$ cat config.mk
export PLATFORM = sky130hd
export DESIGN_NAME = hls_chn_o_multi_wait_ctrl_flat
export DESIGN_NICKNAME = d
export VERILOG_FILES = /design/src/rtl/hls_chn_o_multi_wait_ctrl_if.sv /design/src/rtl/hls_chn_o_multi_wait_ctrl.sv /design/src/flat_wrapper.sv
export SDC_FILE = /design/constraint.sdc
export NUM_CORES = 1
export LEC_CHECK = 0
export ABC_CLOCK_PERIOD_IN_PS = 1800
export BUFFER_PORTS_ARGS = -buffer_cell sky130_fd_sc_hd__buf_2
export CAP_MARGIN = 20
export CORE_UTILIZATION = 49
export CTS_CLUSTER_SIZE = 30
export DETAILED_ROUTE_END_ITERATION = 10
export GPL_TIMING_DRIVEN = 0
export HOLD_SLACK_MARGIN = 0.03
export PLACE_DENSITY_LB_ADDON = 0.1
export SYNTH_ARGS = -nofsm -noshare
export SYNTH_HDL_FRONTEND = slang
export SYNTH_SLANG_ARGS = --single-unit
export TNS_END_PERCENT = 5
$ cat constraint.sdc
create_clock -name nvdla_core_clk -period 1.8 [get_ports nvdla_core_clk]
set_input_delay 0.09 -clock nvdla_core_clk [delete_from_list [all_inputs] [get_ports nvdla_core_clk]]
set_output_delay 0.09 -clock nvdla_core_clk [all_outputs]
set_load 0.02 [all_outputs]
$ cat src/rtl/hls_chn_o_multi_wait_ctrl_if.sv
// Output-channel bundle between the HLS core FSM, the wait controller and the downstream pins.
// The master side is the core plus the downstream consumer; the slave side is the wait controller.
interface hls_chn_o_multi_wait_ctrl_if #(
    parameter int NCHN = 4,
    parameter int DW   = 16,
    parameter int CW   = 8
);
    logic                 core_wen;
    logic                 core_wten;
    logic [NCHN-1:0]      chn_o_oswt;
    logic [NCHN-1:0]      chn_o_iswt0;
    logic [NCHN-1:0]      chn_o_ld_core_psct;
    logic [NCHN*DW-1:0]   chn_o_din;
    logic [NCHN-1:0]      chn_o_rdy;
    logic [NCHN-1:0]      chn_o_vld;
    logic [NCHN*DW-1:0]   chn_o_dout;
    logic [NCHN-1:0]      chn_o_biwt;
    logic [NCHN-1:0]      chn_o_bdwt;
    logic [NCHN-1:0]      chn_o_ld_core_sct;
    logic                 core_stall;
    logic [NCHN*CW-1:0]   stall_cnt;
    logic                 stall_cnt_clr;

    modport master (
        output core_wen, core_wten, chn_o_oswt, chn_o_iswt0, chn_o_ld_core_psct,
               chn_o_din, chn_o_rdy, stall_cnt_clr,
        input  chn_o_vld, chn_o_dout, chn_o_biwt, chn_o_bdwt, chn_o_ld_core_sct,
               core_stall, stall_cnt
    );

    modport slave (
        input  core_wen, core_wten, chn_o_oswt, chn_o_iswt0, chn_o_ld_core_psct,
               chn_o_din, chn_o_rdy, stall_cnt_clr,
        output chn_o_vld, chn_o_dout, chn_o_biwt, chn_o_bdwt, chn_o_ld_core_sct,
               core_stall, stall_cnt
    );
endinterface

$ cat src/rtl/hls_chn_o_multi_wait_ctrl.sv
// Per-channel write-pending tracker for HLS output channels, with an optional one-entry
// skid buffer per channel and saturating per-channel stall counters.
module hls_chn_o_multi_wait_ctrl #(
    parameter int NCHN = 4,
    parameter int DW   = 16,
    parameter int SKID = 1,
    parameter int CW   = 8
) (
    input logic                        nvdla_core_clk,
    input logic                        nvdla_core_rstn,
    hls_chn_o_multi_wait_ctrl_if.slave chn
);
    localparam logic [CW-1:0] CNT_ONE = {{(CW-1){1'b0}}, 1'b1};
    localparam logic [CW-1:0] CNT_MAX = {CW{1'b1}};

    logic [NCHN-1:0] pdswt0;
    logic [NCHN-1:0] ogwt;
    logic [NCHN-1:0] icwt;
    logic [NCHN-1:0] biwt;
    logic [NCHN-1:0] vld;
    logic [NCHN-1:0] stall;
    logic [NCHN-1:0] skid_full;
    logic [DW-1:0]   skid_dat  [NCHN];
    logic [CW-1:0]   stall_cnt [NCHN];

    assign pdswt0 = chn.chn_o_iswt0 & ~{NCHN{chn.core_wten}};
    assign ogwt   = pdswt0 | icwt;
    assign stall  = ogwt & ~biwt;

    // The skid entry always goes out before any newer write, keeping beats in order.
    generate
        if (SKID != 0) begin : g_skid
            assign vld  = skid_full | ogwt;
            assign biwt = ogwt & ~skid_full;
        end else begin : g_wait
            assign vld  = ogwt;
            assign biwt = ogwt & chn.chn_o_rdy;
        end
    endgenerate

    assign chn.chn_o_vld         = vld;
    assign chn.chn_o_biwt        = biwt;
    assign chn.chn_o_bdwt        = chn.chn_o_oswt & {NCHN{chn.core_wen}};
    assign chn.chn_o_ld_core_sct = chn.chn_o_ld_core_psct & ogwt;
    assign chn.core_stall        = |stall;

    // Data is forced to zero whenever the channel is idle so din never leaks as X.
    always_comb begin
        chn.chn_o_dout = '0;
        chn.stall_cnt  = '0;
        for (int c = 0; c < NCHN; c++) begin
            if (skid_full[c])
                chn.chn_o_dout[c*DW +: DW] = skid_dat[c];
            else if (vld[c])
                chn.chn_o_dout[c*DW +: DW] = chn.chn_o_din[c*DW +: DW];
            chn.stall_cnt[c*CW +: CW] = stall_cnt[c];
        end
    end

    always_ff @(posedge nvdla_core_clk or negedge nvdla_core_rstn) begin
        if (!nvdla_core_rstn) begin
            icwt      <= '0;
            skid_full <= '0;
            for (int c = 0; c < NCHN; c++) begin
                skid_dat[c]  <= '0;
                stall_cnt[c] <= '0;
            end
        end else begin
            icwt <= stall;
            for (int c = 0; c < NCHN; c++) begin
                if (SKID != 0) begin
                    if (biwt[c] && !chn.chn_o_rdy[c]) begin
                        skid_full[c] <= 1'b1;
                        skid_dat[c]  <= chn.chn_o_din[c*DW +: DW];
                    end else if (skid_full[c] && chn.chn_o_rdy[c]) begin
                        skid_full[c] <= 1'b0;
                    end
                end
                if (chn.stall_cnt_clr)
                    stall_cnt[c] <= '0;
                else if (stall[c] && stall_cnt[c] != CNT_MAX)
                    stall_cnt[c] <= stall_cnt[c] + CNT_ONE;
            end
        end
    end
endmodule

$ cat src/flat_wrapper.sv
// flat-port wrapper written by rule: the top's interface ports become plain ports
module hls_chn_o_multi_wait_ctrl_flat 
#(
    parameter int NCHN = 4,
    parameter int DW   = 16,
    parameter int SKID = 1,
    parameter int CW   = 8
)
  (nvdla_core_clk, nvdla_core_rstn, chn_core_wen, chn_core_wten, chn_chn_o_oswt, chn_chn_o_iswt0, chn_chn_o_ld_core_psct, chn_chn_o_din, chn_chn_o_rdy, chn_stall_cnt_clr, chn_chn_o_vld, chn_chn_o_dout, chn_chn_o_biwt, chn_chn_o_bdwt, chn_chn_o_ld_core_sct, chn_core_stall, chn_stall_cnt);
  hls_chn_o_multi_wait_ctrl_if #(.NCHN(NCHN), .DW(DW), .CW(CW)) chn_i ();
  input logic nvdla_core_clk;
  input logic nvdla_core_rstn;
  input wire logic [$bits(chn_i.core_wen)-1:0] chn_core_wen;
  input wire logic [$bits(chn_i.core_wten)-1:0] chn_core_wten;
  input wire logic [$bits(chn_i.chn_o_oswt)-1:0] chn_chn_o_oswt;
  input wire logic [$bits(chn_i.chn_o_iswt0)-1:0] chn_chn_o_iswt0;
  input wire logic [$bits(chn_i.chn_o_ld_core_psct)-1:0] chn_chn_o_ld_core_psct;
  input wire logic [$bits(chn_i.chn_o_din)-1:0] chn_chn_o_din;
  input wire logic [$bits(chn_i.chn_o_rdy)-1:0] chn_chn_o_rdy;
  input wire logic [$bits(chn_i.stall_cnt_clr)-1:0] chn_stall_cnt_clr;
  output wire logic [$bits(chn_i.chn_o_vld)-1:0] chn_chn_o_vld;
  output wire logic [$bits(chn_i.chn_o_dout)-1:0] chn_chn_o_dout;
  output wire logic [$bits(chn_i.chn_o_biwt)-1:0] chn_chn_o_biwt;
  output wire logic [$bits(chn_i.chn_o_bdwt)-1:0] chn_chn_o_bdwt;
  output wire logic [$bits(chn_i.chn_o_ld_core_sct)-1:0] chn_chn_o_ld_core_sct;
  output wire logic [$bits(chn_i.core_stall)-1:0] chn_core_stall;
  output wire logic [$bits(chn_i.stall_cnt)-1:0] chn_stall_cnt;
  assign chn_i.core_wen = chn_core_wen;
  assign chn_i.core_wten = chn_core_wten;
  assign chn_i.chn_o_oswt = chn_chn_o_oswt;
  assign chn_i.chn_o_iswt0 = chn_chn_o_iswt0;
  assign chn_i.chn_o_ld_core_psct = chn_chn_o_ld_core_psct;
  assign chn_i.chn_o_din = chn_chn_o_din;
  assign chn_i.chn_o_rdy = chn_chn_o_rdy;
  assign chn_i.stall_cnt_clr = chn_stall_cnt_clr;
  assign chn_chn_o_vld = chn_i.chn_o_vld;
  assign chn_chn_o_dout = chn_i.chn_o_dout;
  assign chn_chn_o_biwt = chn_i.chn_o_biwt;
  assign chn_chn_o_bdwt = chn_i.chn_o_bdwt;
  assign chn_chn_o_ld_core_sct = chn_i.chn_o_ld_core_sct;
  assign chn_core_stall = chn_i.core_stall;
  assign chn_stall_cnt = chn_i.stall_cnt;
  hls_chn_o_multi_wait_ctrl #(.NCHN(NCHN), .DW(DW), .SKID(SKID), .CW(CW)) u_core (.nvdla_core_clk(nvdla_core_clk), .nvdla_core_rstn(nvdla_core_rstn), .chn(chn_i));
endmodule
==> results of run 1 <==
[kinds of logic (layout without fill, tap and decap cells)]
kind of cell             count (synthesis)  after routing  synth area share [%]
AO/OA/AOI/OAI                          118            118                  17.1
flip-flops                             104            104                  50.0
adder cells (fa/ha/maj)                  4              4                 0.962
multiplexers                            72             72                  15.5
AND/OR/NAND/NOR                        111            111                  13.3
buffers and inverters                   36            329                  3.17
[worst max-delay path, delay by kind of cell (launching register included)]
family,cells,cell delay (ps)
buf+inv,1,190
simple gates,3,660
fa+ha+maj,1,230
compound gates,1,170
flops,1,430
[sequential cells by signal (all words and copies together), names as in the netlist]
signal,flops
u_core.skid_full,4
u_core.icwt,4
u_core.skid_dat,64
u_core.chn.stall_cnt,32
[worst paths after layout]
kind,cells past startpoint,endpoint,slack [ps]
hold / removal,2,u_core.chn.stall_cnt[1]$_DFFE_PN0P_,190
hold reg to reg,1,u_core.skid_dat[55]$_DFFE_PN0P_,510
setup / recovery,6,u_core.chn.stall_cnt[4]$_DFFE_PN0P_,50
max in group asynchronous,3,u_core.chn.stall_cnt[19]$_DFFE_PN0P_,780
min in group asynchronous,2,u_core.skid_dat[12]$_DFFE_PN0P_,330
setup reg to reg,6,u_core.chn.stall_cnt[4]$_DFFE_PN0P_,50
[per-layer routing]
metal	GRT usage [%]	vias up
met1	32.2	2387
met4	9.96	0
met3	3.56	35
met5	0	-
met2	43.0	190
li1	-	2277
[synth_stat cells (6+ instances only)]
cell type and number:
a21oi_1 22, a22o_1 64, buf_2 9, clkbuf_1 16
dfrtp_1 104, inv_1 8, mux2_2 68, nand2_1 6
nand3_1 16, nor2_1 18, nor2b_1 16, o21ai_0 8
o31ai_1 12, or3_1 10, or4_1 10
[per-stage QoR]
| stage | total power [W] | hold slack [ps] |
|---|---|---|
| final | 0.00596 | 188 |
| after global routing | 0.00627 | 194 |
| after CTS | 0.00593 | 184 |
| after detailed placement | 0.00450 | 189 |
| after global placement | 0.00442 | 275 |
| after floorplan | 0.00395 | -206 |
[power by group through the flow]
| stage | Clock (W) | Combinational (W) | Sequential, W |
|---|---|---|---|
| after floorplan | 0 | 0.00103 | 0.00293 |
| after global placement | 0 | 0.00147 | 0.00295 |
| after detailed placement | 0 | 0.00152 | 0.00298 |
| after CTS | 0.00133 | 0.00166 | 0.00293 |
| after global routing | 0.00143 | 0.00184 | 0.00300 |
| final | 0.00130 | 0.00172 | 0.00295 |
[layout make-up]
type	instances	area (sq um)
clock buffer	12	135
tap	136	170
multi-input combinational	305	2560
timing repair buffer	277	1790
clock inverter	4	31.3
inverter	8	30.0
sequential	104	2610
buffer	28	194
fill	745	2810
[repair_timing]
item / in CTS / in global routing
buffers inserted: 1 / 10
endpoints found under the setup margin: 93 / 75
pin swaps: 4 / 6
resized for setup: 32 / 42
hold endpoints to repair: 121 / 0
hold buffers: 69 / 0
cloned: 0 / 0
==> metrics.csv, run 1 <==
stage;metric;value;unit
status;status;finished clean;
global_route;largest net degree at the start of global routing;55;
timing;Fin. Hold Viols;0;
floorplanning;Ports;198;
layout;Final Util;72.8;%
logic_synthesis;post-synth top area share;50.0;%
clock_tree;htree depth;3;
detailed_routing;Highest Signal Layer;met4;
global_route;vias in the first global route;4659;
detailed_routing;DRT Pass-1 Iters;4;
floorplanning;chip width;105;microns
pwr;Reg power frac;49.4;%
clock_tree;clock tree buffer depth;2;
setup_path;max incr delay on CP;530;ps
timing;final setup fails;0;
placement;Port Buffer Count;196;
clock_tree;Worst-Skew Late Latency;360;ps
layout;most common cell after layout, fill and taps aside;buf_2;
pwr;Sw Share;31.2;%
layout;nets@finish;822;
global_route;global-route wire length before repair;22.4;mm
logic_synthesis;Syn Nets;534;
clock_tree;Clock transition at path regs;100;ps
detailed_routing;final wirelength;14.0;mm
placement;hpwl dp;9.14;mm
logic_synthesis;Primary FF master, synth;dfrtp_1;
placement;DP Area;6390;sq um
pwr;Worst VDD drop;502;uV
layout;Area Growth Syn to Fin;44.4;%
logic_synthesis;Area contributors post-synth;dfrtp_1 (50%), mux2_2 (15%), a22o_1 (11%);
global_route;antenna violations before repair;0;
logic_synthesis;Synth async-reset ratio;100;%
pwr;combinational power share;28.8;%
detailed_routing;vias per inst;5.59;
layout;post-route cell area;7520;sq um
logic_synthesis;Netlist cell types;38;
clock_tree;Root Driver;clkbuf_8;
detailed_routing;routed len/inst;16.0;microns
logic_synthesis;count of state elements after synthesis;104;
timing;Max Slew Vio Count;0;
floorplanning;total die area;11000;sq um
pwr;Pleak;3.60;nW
timing;Slew HR;53.3;%
placement;pre-CTS WS;-85.9;ps
clock_tree;CTS tree;yes;
detailed_routing;DR vias;4889;
timing;RSZ-0062 raised after global routing;true;
setup_path;Req. time, crit path;2090;ps
setup_path;R2R Path Start;u_core.chn.stall_cnt[0]$_DFFE_PN0P_;
layout;diode count;0;
setup_path;WP data arrival;2040;ps
timing;Final Skew;15.5;ps
detailed_routing;DR WL met2;6.83;mm
floorplanning;Initial Util;50.4;%
setup_path;slowest CP cell;or4_1;
logic_synthesis;Syn. warnings;0;
floorplanning;Die Ht;105;microns
worst_hold_path;Hold Crit Start;chn_stall_cnt_clr;
logic_synthesis;cells after synthesis;445;
timing;Final Worst Setup Slack;45.9;ps
placement;RD Place Congestion;0.802;
setup_path;worst setup path start;u_core.chn.stall_cnt[0]$_DFFE_PN0P_;
logic_synthesis;EDFF count, synth;0;
layout;layout cells sized above 1;46.6;%
setup_path;element type at the critical path start;flop;
global_route;Tot GR Track Use;25.1;%
layout;most frequent cells in the layout;buf_2 (199), dfrtp_1 (102), dlygate4sd3_1 (69);
timing;Fmax;570;MHz
floorplanning;Rows;37;
floorplanning;Core ar.;10300;sq um
logic_synthesis;largest area contributor in the synthesized netlist;dfrtp_1;
pwr;clock share of power;21.8;%
timing;worst-margin pin slew;700;ps
setup_path;WS Path Type;flop to flop;
detailed_routing;DRC Markers;0;
logic_synthesis;Avg Cell Area, Syn;11.7;sq um
pwr;Net Sw Power;0.00186;W
logic_synthesis;sequential fraction of the synthesis area;50.0;%
logic_synthesis;synthesized area;5200;sq um
layout;final cell count without fillers;874;
worst_hold_path;Worst Hold Class;primary input to flop;
setup_path;Setup crit end kind;flop;
job;maxcap violations;0;
timing;Final Cycle Share;97.5;%
placement;placed cell count;778;
detailed_routing;DR iter-0 viols;225;
clock_tree;CTS Buf Count;9;
pwr;Power Density;793;nW/um^2
timing;Setup TNS Final;0;ps
setup_path;CP cell instances;ha_2, nand3_1, nor2_1, buf_2, or4_1, a21oi_2;
detailed_routing;WL met1;6.00;mm
global_route;total grt overflow;0;
setup_path;Crit Path Max Fanout;10;
detailed_routing;ANT nets after route;0;
timing;min Tclk post-route;1750;ps
pwr;cell-internal power;0.00410;W
clock_tree;clk sink count;104;
detailed_routing;WL met3;799;microns
No activity file was read; power rests on OpenSTA's default activity.
==> run 2, diff against run 1 <==
--- a/config.mk
+++ b/config.mk
@@ -5,10 +5,11 @@
 export SDC_FILE = /design/constraint.sdc
 export NUM_CORES = 1
 export LEC_CHECK = 0
+export ABC_AREA = 1
 export ABC_CLOCK_PERIOD_IN_PS = 1800
 export BUFFER_PORTS_ARGS = -buffer_cell sky130_fd_sc_hd__buf_2
 export CAP_MARGIN = 20
-export CORE_UTILIZATION = 49
+export CORE_UTILIZATION = 51
 export CTS_CLUSTER_SIZE = 30
 export DETAILED_ROUTE_END_ITERATION = 10
 export GPL_TIMING_DRIVEN = 0
==> run 2 against run 1 <==
Net effect: first-iteration DRC count grew 35%; worst setup slack better by 44 ps; global-route usage increased by 0.43 points; count of clock-buffer cells in the layout shrank 1; wire length rose by 6.8%; sequential share of layout area decreased by 2.6 points; largest power group unchanged; highest routed layer unchanged.
==> metrics.csv, run 2 <==
stage;metric;value;unit
floorplanning;total die area;12100;sq um
detailed_routing;ANT nets after route;0;
timing;final setup fails;0;
global_route;antenna violations before repair;0;
detailed_routing;DRT Pass-1 Iters;4;
timing;Fin. Hold Viols;0;
floorplanning;Ports;198;
logic_synthesis;sequential fraction of the synthesis area;43.8;%
layout;Final Util;71.3;%
setup_path;element type at the critical path start;flop;
timing;Final Skew;6.46;ps
layout;post-route cell area;8110;sq um
logic_synthesis;Primary FF master, synth;dfrtp_1;
placement;RD Place Congestion;0.800;
detailed_routing;routed len/inst;12.7;microns
worst_hold_path;Worst Hold Class;primary input to flop;
setup_path;Setup crit end kind;primary output;
placement;Port Buffer Count;197;
logic_synthesis;largest area contributor in the synthesized netlist;dfrtp_1;
logic_synthesis;cells after synthesis;759;
setup_path;Req. time, crit path;1710;ps
layout;Reg with most FFs;u_core.skid_dat;
clock_tree;Root Driver;clkbuf_16;
placement;placed cell count;1100;
status;status;finished clean;
pwr;Worst VDD drop;665;uV
detailed_routing;final wirelength;15.0;mm
global_route;total grt overflow;0;
floorplanning;Die Ht;110;microns
floorplanning;Core ar.;11400;sq um
layout;most common cell after layout, fill and taps aside;nand2_1;
logic_synthesis;EDFF count, synth;0;
clock_tree;CTS tree;yes;
clock_tree;clock tree buffer depth;2;
clock_tree;clk sink count;104;
layout;Fill cells;900;
floorplanning;chip width;110;microns
logic_synthesis;Syn Nets;848;
global_route;vias in the first global route;5289;
logic_synthesis;Area contributors post-synth;dfrtp_1 (44%), nand2_1 (13%), o21ai_2 (7.4%);
setup_path;Crit Path Max Fanout;10;
timing;Fmax;585;MHz
global_route;largest net degree at the start of global routing;72;
clock_tree;Clock transition at path regs;70;ps
detailed_routing;vias per inst;4.85;
logic_synthesis;post-synth top area share;43.8;%
pwr;Pleak;4.50;nW
logic_synthesis;synthesized area;5940;sq um
detailed_routing;DR iter-0 viols;303;
timing;worst-margin pin slew;524;ps
global_route;Tot GR Track Use;25.6;%
timing;Slew HR;65.1;%
clock_tree;CTS Buf Count;9;
clock_tree;htree depth;3;
global_route;global-route wire length before repair;23.9;mm
logic_synthesis;Avg Cell Area, Syn;7.83;sq um
logic_synthesis;Netlist cell types;29;
timing;RSZ-0062 raised after global routing;true;
logic_synthesis;Synth async-reset ratio;100;%
placement;DP Area;7140;sq um
layout;most frequent cells in the layout;nand2_1 (212), buf_2 (193), inv_1 (113);
logic_synthesis;most frequent cell after synthesis;nand2_1;
timing;min Tclk post-route;1710;ps
clock_tree;post-CTS setup buffers;0;
pwr;Pwr Total;0.00666;W
detailed_routing;DR vias;5720;
layout;max reg flops;64;
floorplanning;Initial Util;52.3;%
layout;diode count;0;
detailed_routing;DRC Markers;0;
layout;top flop regs;u_core.skid_dat (64), u_core.chn.stall_cnt (32);
job;maxcap violations;0;
layout;final cell count without fillers;1179;
pwr;Power Density;822;nW/um^2
layout;Area Growth Syn to Fin;36.5;%
setup_path;WP data arrival;1620;ps
timing;Final Cycle Share;95.0;%
layout;nets@finish;1121;
logic_synthesis;Syn. warnings;0;
clock_tree;Worst-Skew Late Latency;340;ps
floorplanning;Rows;39;
logic_synthesis;count of state elements after synthesis;104;
placement;hpwl dp;10.1;mm
layout;layout cells sized above 1;32.1;%
timing;Max Slew Vio Count;0;
setup_path;WS Path Type;flop to primary output;
logic_synthesis;Post-synth top cells;nand2_1 (212), inv_1 (113), dfrtp_1 (104);
run 2: cell types whose count changed after synthesis, moves of 50 or more:
cell	delta
a22o_1	-64
inv_1	+105
mux2_2	-68
nand2_1	+206
nand3_1	+54
o21ai_2	+50
run 2: per-layer routing:
| layer | up-vias | wire length, microns | global-route usage [%] |
|---|---|---|---|
| met5 | - | 0 | 0 |
| met2 | 177 | 7260 | 43.9 |
| li1 | 2927 | - | - |
| met3 | 15 | 961 | 5.99 |
| met4 | 0 | 204 | 7.05 |
| met1 | 2601 | 6550 | 32.1 |
run 2: critical path: stages, from the launching register on:
cell and delay [ps]:
dfrtp_1 350, buf_2 180, nor2_4 140, inv_2 70, buf_2 170, o21ai_0 170, buf_2 190
run 2: power by group:
| group | switching [W] | internal, W | total, W |
|---|---|---|---|
| clock | 0.000814 | 0.00121 | 0.00202 |
| sequential | 0.000190 | 0.00269 | 0.00288 |
| combinational | 0.00105 | 0.000709 | 0.00176 |
run 2: path summary, 6_finish.rpt:
kind / from / end / slack (ps) / cells after the start
min in group asynchronous: nvdla_core_rstn / u_core.skid_dat[17]$_DFFE_PN0P_ / 250 / 2
max in group asynchronous: nvdla_core_rstn / u_core.chn.stall_cnt[14]$_DFFE_PN0P_ / 860 / 3
worst min-delay path: chn_chn_o_din[60] / u_core.skid_dat[12]$_DFFE_PN0P_ / 40 / 3
worst min register to register: u_core.skid_dat[7]$_DFFE_PN0P_ / u_core.skid_dat[7]$_DFFE_PN0P_ / 480 / 2
worst max-delay path: u_core.skid_full[0]$_DFFE_PN0P_ / chn_chn_o_dout[12] / 90 / 6
worst max register to register: u_core.chn.stall_cnt[8]$_DFFE_PN0P_ / u_core.chn.stall_cnt[12]$_DFFE_PN0P_ / 350 / 6
run 2: kinds of logic (layout without fill, tap and decap cells):
family / after synthesis / in the layout / synth area share (%)
buffers and inverters: 154 / 431 / 11.9
adders and majority gates: 4 / 4 / 0.842
xor gates and xnor gates: 6 / 6 / 0.884
DFF: 104 / 104 / 43.8
and+or+nand+nor: 341 / 341 / 26.0
AOI/OAI and AO/OA: 150 / 150 / 16.6
run 2: layout make-up:
type	instances	area (sq um)	share of cell area [%]
buffer	32	248	3.06
clock buffer	11	233	2.87
sequential	104	2600	32.1
multi-input combinational	501	2640	32.5
inverter	122	465	5.74
timing repair buffer	262	1670	20.6
clock inverter	4	70.1	0.864
tap	143	179	2.21
run 2: timing repair:
action,in CTS,in global routing
hold buffers,64,0
hold endpoints to repair,96,0
endpoints found under the setup margin,2,16
resized for setup,2,22
pin swaps,0,2
run 2: per-stage QoR:
stage	hold WS [ps]	TNS, ps	setup slack [ps]
3_3_place_gp	353	-55990	-543
5_1_grt	40.7	-29.5	-12.4
4_1_cts	31.5	0	9.40
2_1_floorplan	-206	0	281
3_5_place_dp	79.7	0	346
6_report	36.2	0	89.7
